<file path="config.mk">
export PLATFORM = sky130hd
export DESIGN_NAME = cornet_bus_arbiter
export DESIGN_NICKNAME = d
export VERILOG_FILES = /design/src/rtl/cornet_bus_arbiter.sv
export SDC_FILE = /design/constraint.sdc
export NUM_CORES = 1
export LEC_CHECK = 0
export ABC_AREA = 0
export BUFFER_PORTS_ARGS = -buffer_cell sky130_fd_sc_hd__buf_2
export CAP_MARGIN = 10
export CORE_ASPECT_RATIO = 1.4
export CORE_MARGIN = 2
export CORE_UTILIZATION = 45
export DETAILED_ROUTE_END_ITERATION = 10
export GPL_TIMING_DRIVEN = 0
export PLACE_DENSITY = 0.78
export SYNTH_ARGS = -nofsm -noshare
export SYNTH_HDL_FRONTEND = slang
export SYNTH_SLANG_ARGS = --single-unit
</file>
<file path="constraint.sdc">
create_clock -name clk -period 4.35 [get_ports clk]
set_clock_uncertainty 0.05 [all_clocks]
set_input_delay 0.2175 -clock clk [delete_from_list [all_inputs] [get_ports clk]]
set_output_delay 0.2175 -clock clk [all_outputs]
set_load 0.05 [all_outputs]
</file>
<file path="src/rtl/cornet_bus_arbiter.sv">
// Two-master arbiter/sequencer for the Cornet 16-bit address / 8-bit data memory bus.
// Latency: request seen in IDLE at T, strobe at T+1, ready sampled from T+2, ack at T+3 (4 cycles/transfer best case).
// Backpressure: mem_ready low stretches WAIT; masters hold req until their one-cycle ack; TIMEOUT WAIT cycles aborts.
//
// Ports:
//   clk, reset_n                      clock, asynchronous active-low reset
//   mN_req/wr/addr/wdata              master N request (N=0 high priority, N=1 CPU); held until mN_ack
//   mN_ack, mN_rdata                  one-cycle completion pulse, read data (valid at ack, held until next read)
//   mem_addr/wr_data/wr_en/rd_req     memory command; strobes are one cycle per transfer
//   mem_rd_data, mem_ready            memory read data and ready (low while busy)
//   grant                             one-hot owner from ISSUE through DONE, 00 when idle
//   timeout_err                       one-cycle pulse alongside the ack of an aborted transfer
module cornet_bus_arbiter #(
  parameter int unsigned BURST_MAX = 4,
  parameter int unsigned TIMEOUT   = 255
) (
  input  logic        clk,
  input  logic        reset_n,
  input  logic        m0_req,
  input  logic        m0_wr,
  input  logic [15:0] m0_addr,
  input  logic [7:0]  m0_wdata,
  output logic        m0_ack,
  output logic [7:0]  m0_rdata,
  input  logic        m1_req,
  input  logic        m1_wr,
  input  logic [15:0] m1_addr,
  input  logic [7:0]  m1_wdata,
  output logic        m1_ack,
  output logic [7:0]  m1_rdata,
  output logic [15:0] mem_addr,
  output logic [7:0]  mem_wr_data,
  output logic        mem_wr_en,
  output logic        mem_rd_req,
  input  logic [7:0]  mem_rd_data,
  input  logic        mem_ready,
  output logic [1:0]  grant,
  output logic        timeout_err
);

  typedef enum logic [1:0] {S_IDLE, S_ISSUE, S_WAIT, S_DONE} state_e;

  localparam logic [3:0] BURST_LIM = 4'(BURST_MAX);
  // Counter value seen in the last permitted WAIT cycle.
  localparam logic [7:0] TO_LAST   = 8'(TIMEOUT - 1);

  state_e      state_q, state_d;
  logic        owner_q, owner_d;     // 0 = master 0, 1 = master 1
  logic        wr_q, wr_d;
  logic [15:0] addr_q, addr_d;
  logic [7:0]  wdata_q, wdata_d;
  logic [3:0]  burst_q, burst_d;
  logic [7:0]  to_cnt_q, to_cnt_d;
  logic        to_flag_q, to_flag_d;
  logic [7:0]  m0_rdata_q, m0_rdata_d;
  logic [7:0]  m1_rdata_q, m1_rdata_d;

  // State register
  always_ff @(posedge clk or negedge reset_n) begin
    if (!reset_n) begin
      state_q    <= S_IDLE;
      owner_q    <= 1'b0;
      wr_q       <= 1'b0;
      addr_q     <= '0;
      wdata_q    <= '0;
      burst_q    <= '0;
      to_cnt_q   <= '0;
      to_flag_q  <= 1'b0;
      m0_rdata_q <= '0;
      m1_rdata_q <= '0;
    end else begin
      state_q    <= state_d;
      owner_q    <= owner_d;
      wr_q       <= wr_d;
      addr_q     <= addr_d;
      wdata_q    <= wdata_d;
      burst_q    <= burst_d;
      to_cnt_q   <= to_cnt_d;
      to_flag_q  <= to_flag_d;
      m0_rdata_q <= m0_rdata_d;
      m1_rdata_q <= m1_rdata_d;
    end
  end

  // Next-state logic
  always_comb begin
    state_d    = state_q;
    owner_d    = owner_q;
    wr_d       = wr_q;
    addr_d     = addr_q;
    wdata_d    = wdata_q;
    burst_d    = burst_q;
    to_cnt_d   = to_cnt_q;
    to_flag_d  = to_flag_q;
    m0_rdata_d = m0_rdata_q;
    m1_rdata_d = m1_rdata_q;
    unique case (state_q)
      S_IDLE: begin
        if (!m1_req) burst_d = '0;
        if (m0_req && (!m1_req || burst_q != BURST_LIM)) begin
          state_d = S_ISSUE;
          owner_d = 1'b0;
          wr_d    = m0_wr;
          addr_d  = m0_addr;
          wdata_d = m0_wdata;
          // m0 only wins against a waiting m1 below the limit, so this never passes BURST_LIM.
          if (m1_req) burst_d = burst_q + 4'd1;
        end else if (m1_req) begin
          state_d = S_ISSUE;
          owner_d = 1'b1;
          wr_d    = m1_wr;
          addr_d  = m1_addr;
          wdata_d = m1_wdata;
          burst_d = '0;
        end
      end
      S_ISSUE: state_d = S_WAIT;
      S_WAIT: begin
        // Ready wins over the timeout when both land in the same cycle.
        if (mem_ready) begin
          state_d  = S_DONE;
          to_cnt_d = '0;
          if (!wr_q) begin
            if (owner_q) m1_rdata_d = mem_rd_data;
            else         m0_rdata_d = mem_rd_data;
          end
        end else if (to_cnt_q == TO_LAST) begin
          state_d   = S_DONE;
          to_cnt_d  = '0;
          to_flag_d = 1'b1;
          if (!wr_q) begin
            if (owner_q) m1_rdata_d = 8'hFF;
            else         m0_rdata_d = 8'hFF;
          end
        end else begin
          to_cnt_d = to_cnt_q + 8'd1;
        end
      end
      S_DONE: begin
        state_d   = S_IDLE;
        to_flag_d = 1'b0;
      end
      default: state_d = S_IDLE;
    endcase
  end

  // Output decode: strobes, grant and acks depend on state only, so reset clears them at once.
  always_comb begin
    grant       = 2'b00;
    mem_rd_req  = 1'b0;
    mem_wr_en   = 1'b0;
    m0_ack      = 1'b0;
    m1_ack      = 1'b0;
    timeout_err = 1'b0;
    if (state_q != S_IDLE) grant = owner_q ? 2'b10 : 2'b01;
    if (state_q == S_ISSUE) begin
      mem_rd_req = !wr_q;
      mem_wr_en  = wr_q;
    end
    if (state_q == S_DONE) begin
      m0_ack      = !owner_q;
      m1_ack      = owner_q;
      timeout_err = to_flag_q;
    end
  end

  assign mem_addr    = addr_q;
  assign mem_wr_data = wdata_q;
  assign m0_rdata    = m0_rdata_q;
  assign m1_rdata    = m1_rdata_q;

endmodule
</file>
======== Word-level counts from Yosys, hierarchy flattened ========
Index checks and enable logic that the tools add are counted.
word-level totals
  flip-flop bits (word level) ............. 57
  bits of input ports ..................... 63
  output and inout port bits .............. 47
  word-level logic and storage cells ...... 77
operators by class
  $add $sub $neg .......................... 2
  equal/unequal tests ..................... 9
  mux-type cells .......................... 39
  bitwise operators ....................... 2
  reductions and logical operators ........ 15
operator list
  operator                                                                 count
  8-bit two-way mux                                                        16
  16-bit two-way mux                                                       2
  2-bit two-way mux                                                        6
  1-bit two-way mux                                                        11
  8-bit by 1-bit adder with 8-bit output, second input constant            1
  8-bit == test, second input constant                                     1
  4-bit two-way mux                                                        2
  2-bit one-hot mux with 4 select lines                                    1
  4-bit AND reduction                                                      2
  2-bit nonzero test                                                       4
  3-bit inequality test, second input constant                             2
  4-bit by 1-bit adder with 4-bit output, second input constant            1
  2-bit == test, second input constant                                     2
  2-bit inequality test, second input constant                             2
  4-bit by 3-bit inequality test with 1-bit output, second input constant  1
  2-bit AND reduction                                                      2
  1-bit logical NOT                                                        3
  3-bit AND reduction                                                      1
  2-bit by 1-bit == test with 1-bit output, second input constant          1
  2-bit logical NOT                                                        1
  1-bit inverter                                                           2
  1-bit one-hot mux with 2 select lines                                    1
  1-bit logical AND                                                        1
  1-bit logical OR                                                         1

======== Longest topological paths before layout ========
  depth in word-level cells ............... 5
  mapped depth ............................ 8
  depth with buffers taken out ............ 5

======== Least setup slack after synthesis ========
OpenSTA, ideal clock, no wires.
  kind .................................... register -> output
  start point ............................. register state_q[0]
  end point ............................... output grant[1]
  arrival time ............................ 1.697 ns
  data required time ...................... 4.083 ns
  path slack .............................. 2.386 ns
  cell stages (with the launch flop) ...... 6
  path buffers ............................ 2
  cells stage by stage .................... dfrtp_1 inv_1 ha_1 buf_2 clkbuf_1 nor2b_1
on the way
  word-level cells in the longest chain between the ends .. 2
RTL lines
  what                    RTL line  source
  start, declared         47        state_e state_q, state_d;
  start signal, assigned  72        state_q <= state_d;
  2-bit nonzero test      155       if (state_q != S_IDLE) grant = owner_q ? 2'b10 : 2'b01;
  2-bit two-way mux       155
  end, declared           37        output logic [1:0] grant,
No other way between the ends.

======== Worst setup path after layout ========
  start point ............................. register state_q[1]
  end point ............................... output grant[0]
Same word-level chain as after synthesis.

==> results.json <==
{
  "hp-start": "m1_addr[11]",
  "antenna_found_initial": 0,
  "dieArea_sq_um": 7681,
  "grt_pass1_wl_um": 13500,
  "cts_tree": "yes",
  "r2r-start": "state_q[0]",
  "final.setup.tns_ns": 0,
  "worstHoldEndpoint": "mem_addr[11]",
  "status": "completed",
  "rsz0062_at_grt": "no",
  "netlist_area_sq_um": 3144,
  "crit_top_cell": "buf_2",
  "critPathBufInv": 4,
  "async_flop_share": 1.000,
  "synth_area_leaders": "dfrtp_1 45%, o211ai_2 7.6%, nand2_1 7.0%",
  "r2r_end": "m1_rdata[7]",
  "dpl.hpwl_um": 6140,
  "drc_errors": 0,
  "antennaDiodeCount": 0,
  "synth_warnings": 0,
  "finalSetupViolCount": 0,
  "synth.avg_cell_area_sq_um": 9.471,
  "htree_num_levels": 3,
  "swShare": 0.5088,
  "p_per_area_nw_per_um2": 817.5,
  "synth_seq_cells": 57,
  "cp_max_fo": 10,
  "ys_seq_area_frac": 0.4536,
  "worst_pin_slew_ns": 0.5927,
  "yosysTopAreaCellShare": 0.4536,
  "maxCapViolations": 0,
  "root_buffer": "clkbuf_8",
  "worst_setup_path_end_kind": "output port",
  "syn_inst": 332,
  "synth_cell_type_count": 44,
  "gp_congestion": 0.8257,
  "start_kind": "flop",
  "cts.sinks": 57,
  "synth_top_flop_cell": "dfrtp_1",
  "first_pass_iters": 4,
  "mostFrequentLayoutCell": "buf_2",
  "cp_slowest_cell": "clkbuf_1",
  "r2r.worst_path.cells": 6,
  "cts_setup_buffers": 0,
  "die_w_um": 74.65,
  "overflow": 0,
  "wl_um": 8228,
  "hold_viol": 0,
  "ioPinCount": 110,
  "first_global_vias": 2917,
  "port_buffers": 108,
  "period_minus_slack_ns": 2.255,
  "power_frac_clock": 0.173,
  "hold_path_class": "in2reg",
  "max_stage_delay_ns": 0.43,
  "path_cells": "inv_1 > ha_1 > buf_2 > clkbuf_1 > nor2_1 > buf_2",
  "syn-num-nets": 404,
  "crit_type": "reg2out",
  "rows": 36,
  "intPower_mw": 1.632,
  "fmax_mhz": 443.4,
  "crit_cells": 6,
  "slew_headroom": 0.6031,
  "start_util": 0.4592,
  "total_power_mw": 3.322,
  "drive_gt1_frac": 0.3537,
  "leakagePower_nw": 1.974,
  "yosys.area.top_type": "dfrtp_1",
  "cp_top_family": "buffers and inverters",
  "core_sq_um": 6847,
  "clk_pin_slew_ns": 0.07,
  "grt_usage": 0.2269,
  "drt_iter0_markers": 122,
  "vdd_drop_max_uv": 472.1,
  "synth_edf_count": 0,
  "post-route-period-util": 0.5184,
  "switchingPower_mw": 1.690,
  "antenna_left": 0,
  "grt_max_degree": 38,
  "p_seq_frac": 0.280,
  "chipHeight_um": 102.9,
  "cp_data_required_time_ns": 4.08,
  "vias": 2958,
  "cts_inserted_buffers": 9,
  "critical_path_arrival_ns": 1.99,
  "layout.nets": 525,
  "vias_per_cell": 5.349,
  "clock_latency_ns": 0.33,
  "hold_depth": 3,
  "final_max_slew_viol_count": 0,
  "area_delta_synth_final_pct": 29.25,
  "post_drt_wl_per_cell_um": 14.88,
  "r2r_setup_slack_ns": 2.29,
  "final_cell_mix": "116 x buf_2, 59 x nand2_1, 57 x dfrtp_1",
  "clk_path_buf_depth": 2,
  "combPwrFrac": 0.547
}
kinds of logic after synthesis:
group,count (synthesis),share of synthesized area
AND/OR/NAND/NOR,125,0.2105
AO/OA/AOI/OAI,87,0.2145
flip-flops,57,0.4536
buffers and inverters,49,0.06884
adder cells (fa/ha/maj),9,0.03581
multiplexers,5,0.01671
worst reg2reg max path, delay by kind of cell (launching register included):
family | cells | cell delay [ns]
compound gates | 2 | 0.41
fa+ha+maj | 1 | 0.27
simple gates | 1 | 0.39
flops | 1 | 0.41
buf+inv | 2 | 0.38
worst max path at each step:
| stage | start | to | slack, ns |
|---|---|---|---|
| after detailed placement | state_q[0] | m1_rdata[7] | 2.32 |
| final | state_q[1] | grant[0] | 2.09 |
| after global routing | state_q[1] | grant[0] | 1.93 |
| after global placement | state_q[0] | m1_rdata[7] | 2.38 |
| after CTS | state_q[1] | grant[0] | 2.06 |
| after floorplan | state_q[0] | grant[1] | 2.39 |
registers in the layout, indices dropped and copies added, names as in the netlist:
signal and count:
to_flag_q 1, to_cnt_q 8, wr_q 1, mem_addr 16, state_q 2, mem_wr_data 8
m0_rdata 8, burst_q 4, owner_q 1, m1_rdata 8
power by group through the flow:
stage	Combinational, mW	Sequential, mW	Clock (mW)
6_report	1.82	0.930	0.574
5_1_grt	1.97	0.961	0.607
4_1_cts	1.83	0.929	0.583
3_5_place_dp	1.82	0.933	0
3_3_place_gp	1.77	0.924	0
2_1_floorplan	0.808	1.49	0
final cells by class:
cell class | count | area (sq um)
buffer | 24 | 122.6
clock buffer | 12 | 155.1
clock inverter | 4 | 75.07
fill | 631 | 2783
inverter | 25 | 93.84
multi-input combinational | 226 | 1501
sequential | 57 | 1426
tap | 95 | 118.9
timing repair buffer | 110 | 570.5
repair_timing:
action | CTS | global route
hold endpoints to repair | 20 | 0
hold buffers | 1 | 0
gates resized for setup | 0 | 0
routing by layer:
metal / part of all wire / track usage
met1: 0.41 / 0.2682
met2: 0.52 / 0.3955
met3: 0.057 / 0.06452
met4: 0.013 / 0.06868
met5: 0 / 0
cell usage after synthesis (2+ instances only):
library cell	number
a211oi_1	2
a21oi_1	16
a21oi_2	2
a22o_1	2
a22oi_1	2
and2_1	4
and3_1	2
buf_2	8
buf_6	3
clkbuf_1	13
dfrtp_1	57
ha_1	9
inv_1	25
mux2_2	2
mux2i_1	3
nand2_1	59
nand2b_1	7
nand3_1	3
nand4_1	28
nor2_1	4
nor2b_1	7
o211ai_1	7
o211ai_2	19
o21ai_0	10
o22ai_1	18
o311ai_0	2
through the flow:
step                  util  area [sq um]  cells  hold WS [ns]  setup WS [ns]
CTS                 0.5936          4064    553       0.07596          2.064
global route        0.5936          4064    553       0.08255          1.925
finish              0.5936          4064    553       0.09042          2.095
detailed placement  0.5585          3824    536        0.1658          2.323
global placement    0.5556          3804    535        0.4177          2.382
floorplan                -          3144    332       -0.1281          2.386
Power figures use the tool's default switching activity.
